<file path="config.mk">
export PLATFORM = sky130hd
export DESIGN_NAME = counter_step_sequencer
export DESIGN_NICKNAME = d
export VERILOG_FILES = /design/src/rtl/counter_step_sequencer.sv
export SDC_FILE = /design/constraint.sdc
export NUM_CORES = 1
export LEC_CHECK = 0
export ABC_AREA = 1
export CORE_ASPECT_RATIO = 1.25
export CORE_MARGIN = 5
export CORE_UTILIZATION = 47
export CTS_CLUSTER_DIAMETER = 50
export DETAILED_ROUTE_END_ITERATION = 8
export GPL_ROUTABILITY_DRIVEN = 0
export PLACE_DENSITY = 0.93
export SYNTH_ARGS = -nofsm -noshare
export SYNTH_HDL_FRONTEND = slang
export SYNTH_SLANG_ARGS = --single-unit
</file>
<file path="constraint.sdc">
create_clock -name clk -period 3.2 [get_ports clk]
set_clock_uncertainty 0.2 [all_clocks]
set_input_delay 0.64 -clock clk [delete_from_list [all_inputs] [get_ports clk]]
set_output_delay 0.64 -clock clk [all_outputs]
set_load 0.02 [all_outputs]
</file>
<file path="src/rtl/counter_step_sequencer.sv">
// Arbitrates two {dir, steps} requesters round-robin and turns each command into enable pulses for the 2-bit up/down counter.
// Optional COUNT_CHECK_EN: compares ctr_count against the shadow copy in DONE and raises a sticky mismatch flag.
module counter_step_sequencer #(
    parameter int STEP_W  = 4,
    parameter int GAP_CYC = 0
) (
    input  logic              clk,
    input  logic              reset,
    input  logic              req0_valid,
    input  logic              req0_dir,
    input  logic [STEP_W-1:0] req0_steps,
    output logic              req0_ready,
    input  logic              req1_valid,
    input  logic              req1_dir,
    input  logic [STEP_W-1:0] req1_steps,
    output logic              req1_ready,
    output logic [1:0]        ctr_enable,
    input  logic [1:0]        ctr_count,
    output logic              busy,
    output logic              done,
    output logic              done_id,
    output logic [1:0]        shadow_count,
    output logic              mismatch,
    output logic [1:0]        dbg_state
);

    typedef enum logic [1:0] {
        S_IDLE = 2'd0,
        S_STEP = 2'd1,
        S_GAP  = 2'd2,
        S_DONE = 2'd3
    } state_t;

    localparam int GAP_W = (GAP_CYC > 1) ? $clog2(GAP_CYC) : 1;

    state_t            r_state;
    state_t            w_next_state;
    logic              r_dir;
    logic              r_id;
    logic              r_prio1;
    logic [STEP_W-1:0] r_remaining;
    logic [GAP_W-1:0]  r_gap_cnt;
    logic [1:0]        r_shadow;

    logic              w_idle;
    logic              w_grant0;
    logic              w_grant1;
    logic              w_accept;
    logic [STEP_W-1:0] w_acc_steps;

    // A command transfers on a clock edge where reqN_valid & reqN_ready; ready is only raised in IDLE,
    // for at most one requester, and the requester must hold its fields stable while valid is high.
    assign w_idle      = (r_state == S_IDLE);
    assign w_grant0    = req0_valid & (~req1_valid | ~r_prio1);
    assign w_grant1    = req1_valid & (~req0_valid | r_prio1);
    assign req0_ready  = w_idle & w_grant0;
    assign req1_ready  = w_idle & w_grant1;
    assign w_accept    = req0_ready | req1_ready;
    assign w_acc_steps = req1_ready ? req1_steps : req0_steps;

    always_comb begin
        w_next_state = r_state;
        ctr_enable   = 2'b00;
        case (r_state)
            S_IDLE: begin
                if (w_accept) begin
                    w_next_state = (w_acc_steps != '0) ? S_STEP : S_DONE;
                end
            end
            S_STEP: begin
                ctr_enable = r_dir ? 2'b10 : 2'b01;
                if (r_remaining == STEP_W'(1)) begin
                    w_next_state = S_DONE;
                end else if (GAP_CYC > 0) begin
                    w_next_state = S_GAP;
                end else begin
                    w_next_state = S_STEP;
                end
            end
            S_GAP: begin
                if (r_gap_cnt == '0) begin
                    w_next_state = S_STEP;
                end
            end
            S_DONE: begin
                w_next_state = S_IDLE;
            end
            default: begin
                w_next_state = S_IDLE;
            end
        endcase
    end

    always_ff @(posedge clk) begin
        if (reset) begin
            r_state     <= S_IDLE;
            r_dir       <= 1'b0;
            r_id        <= 1'b0;
            r_prio1     <= 1'b0;
            r_remaining <= '0;
            r_gap_cnt   <= '0;
            r_shadow    <= 2'b00;
        end else begin
            r_state <= w_next_state;
            case (r_state)
                S_IDLE: begin
                    if (w_accept) begin
                        r_dir       <= req1_ready ? req1_dir : req0_dir;
                        r_id        <= req1_ready;
                        r_prio1     <= req0_ready;
                        r_remaining <= w_acc_steps;
                    end
                end
                S_STEP: begin
                    // The counter moves on this same edge, so the shadow tracks it cycle for cycle.
                    r_shadow    <= r_dir ? (r_shadow - 2'd1) : (r_shadow + 2'd1);
                    r_remaining <= r_remaining - 1'b1;
                    r_gap_cnt   <= GAP_W'(GAP_CYC - 1);
                end
                S_GAP: begin
                    r_gap_cnt <= r_gap_cnt - 1'b1;
                end
                default: begin
                end
            endcase
        end
    end

    assign busy         = ~w_idle;
    assign done         = (r_state == S_DONE);
    assign done_id      = done & r_id;
    assign shadow_count = r_shadow;
    assign dbg_state    = r_state;

`ifdef COUNT_CHECK_EN
    logic r_mismatch;

    always_ff @(posedge clk) begin
        if (reset) begin
            r_mismatch <= 1'b0;
        end else if ((r_state == S_DONE) && (ctr_count != r_shadow)) begin
            r_mismatch <= 1'b1;
        end
    end

    assign mismatch = r_mismatch;
`else
    logic w_unused_ctr_count;

    assign w_unused_ctr_count = ^ctr_count;
    assign mismatch           = 1'b0;
`endif

endmodule

</file>
==> flow_summary.yaml <==
clock_tree:
  cts_tree: "yes"
  ctsHoldBuffers: 0
  post_cts_buffers: 0
  root_buffer: "clkbuf_4"
  cts_resized: 0
  h-tree-depth: 1
  cts_max_path_buffers: 2
  cts_made_buffers: 3
  clkTransAtPathRegs_ns: 0.07
  clk_latency_ns: 0.27
  cts.sinks: 12
routing:
  viasPerCell: 5.10
  wl_mm: 1.90
  drc: 0
  wire_per_inst_um: 11.7
  firstDrtPassIters: 4
  dr_total_vias: 826
  dr.first_iter.drc_count: 16
  drtAntennaViolNets: 0
floorplan:
  ios: 28
  die_h_um: 56.5
  dieArea_mm2: 0.00266
  core_area_mm2: 0.00160
  die_x_um: 47.2
  initial_core_util: 0.507
  rows: 16
global_route:
  grtUsageTotal: 0.151
  gr-total-overflow: 0
  grt_pass1_wl_mm: 3.04
  antenna_found_initial: 0
  grt_max_degree: 13
  grt_pass1_vias: 758
placed_design:
  port_buffers: 24
  place_inst: 159
  dp_hpwl_mm: 1.62
  place_ws_ns: 0.243
worst_setup_path:
  reg2reg_to: "r_remaining[2]"
  crit_chain: "clkdlybuf4s50_1 > nand2_1 > a21oi_1 > clkdlybuf4s50_1"
  rrSetupSlack_ns: 1.30
  cpMaxStageDelayCell: "clkdlybuf4s50_1"
  r2r-start: "dbg_state[0]"
  worstSetupPathType: "input port to output port"
  cp.arrival_ns: 2.11
  critPathRequiredTime_ns: 2.36
  critical_path_peak_fanout: 3
  cpPeakStageDelay_ns: 0.65
  r2r_cells: 9
  start_kind: "input port"
  cp_common_cell: "clkdlybuf4s50_1"
  end_kind: "output port"
layout:
  area_delta_synth_final_pct: 32.8
  nNetsFinal: 170
  diodes: 0
  drive_above_1_share: 0.0833
  layout_commonest_cell: "nand2_1"
  fillers: 153
  layout_common_cells: "nand2_1, clkdlybuf4s50_1, inv_1, dfxtp_1"
  seq_area_um2: 240
  layout.cells.non_filler: 162
  multi_input_area_um2: 465
power:
  switching_share: 0.444
  p_comb_frac: 0.542
  clockPowerShare: 0.132
  p_int_mw: 0.401
  ir_drop_mv: 0.376
  p_leak_nw: 0.536
  p_switching_mw: 0.320
  power_frac_seq: 0.326
  powerDensity_mw_per_mm2: 668
sta:
  min_period_ns: 2.95
  timing.fmax_ghz: 0.339
  hold_viol: 0
  setup_tns_ns: 0
  finalCritPeriodShare: 0.923
  setup_viol: 0
  slew_violations: 0
  fin_ws_ns: 0.247
  rsz0062_at_grt: "no"
hold_path:
  min_from: "shadow_count[1]"
  hold_depth: 2
  hold_class: "flip-flop to flip-flop"
  hold_end: "shadow_count[1]"
logic_synthesis:
  syn_area_per_cell_um2: 6.82
  ys_types: 25
  syn_nets: 143
  ys_ff_latch: 12
  yosysWarningCount: 0
  netlist_area_um2: 812
  syn_inst: 119
  yosysSeqAreaShare: 0.296
flow_run:
  max_cap_violations: 0
status:
  outcome: "finished clean"
[cells in the mapped netlist (all sizes together)]
cell type	count	area share
nor2	7	0.032
nand3	8	0.049
nand2	29	0.16
nor3	1	0.0062
nor4	1	0.0077
buf	2	0.023
conb	1	0.0046
a31oi	2	0.015
o21ai	10	0.066
dfxtp	12	0.30
a21oi	9	0.060
inv	22	0.10
clkinv	1	0.0062
or2	3	0.023
o221ai	1	0.011
ha	8	0.12
o211ai	2	0.018
[cells by family (layout without fill, tap and decap cells)]
| logic type | count (synthesis) | after routing | synth area share |
|---|---|---|---|
| buffers and inverters | 25 | 50 | 0.131 |
| other | 1 | 1 | 0.00462 |
| DFF | 12 | 12 | 0.296 |
| AOI/OAI and AO/OA | 24 | 24 | 0.171 |
| adders and majority gates | 8 | 8 | 0.123 |
| and+or+nand+nor | 49 | 49 | 0.274 |
[final cells by class]
type | count | area share
inverters | 23 | 0.0812
clock buffers | 3 | 0.0209
well taps | 18 | 0.0209
multi-input cells | 82 | 0.432
flip-flops and latches | 12 | 0.223
repair buffers | 24 | 0.223
[worst max-delay path by stage]
stage	startpoint	endpoint	cells after the start	slack (ns)
floorplan	dbg_state[0]	req0_ready	4	1.10
global placement	req0_valid	req0_ready	4	0.25
detailed placement	req0_valid	req0_ready	4	0.24
CTS	req0_valid	req0_ready	4	0.24
global route	req0_valid	req0_ready	4	0.16
finish	req0_valid	req0_ready	4	0.25
[worst max-delay path: cells and delay by family]
family          cells  cell delay, ns
compound gates      1            0.22
simple gates        1            0.09
buf+inv             2            1.17
[metal layers]
metal / up-vias / global-route usage / part of all wire
li1: 428 / - / -
met4: 0 / 0.0356 / 0.0079
met2: 17 / 0.272 / 0.54
met1: 379 / 0.173 / 0.40
met5: - / 0 / 0
met3: 2 / 0.0288 / 0.045
[flip-flops by register name, indices dropped and copies added (netlist names)]
register	count
r_remaining	4
dbg_state	2
shadow_count	2
r_dir	1
r_gap_cnt	1
r_id	1
r_prio1	1
[power by group through the flow]
stage               clock, mW  sequential [mW]  combinational, mW
global placement            0            0.234              0.373
finish                 0.0950            0.235              0.391
detailed placement          0            0.238              0.393
CTS                    0.0960            0.234              0.395
global route            0.102            0.241              0.443
floorplan                   0            0.243              0.258
[per-stage QoR]
step,area [µm²],hold slack [ns],utilization,power (mW)
finish,1080,0.268,0.673,0.721
detailed placement,1060,0.258,0.659,0.631
global route,1080,0.278,0.673,0.786
CTS,1080,0.270,0.673,0.725
floorplan,812,0.231,-,0.501
global placement,1060,0.243,0.659,0.607
(Power assumes the default switching activity.)
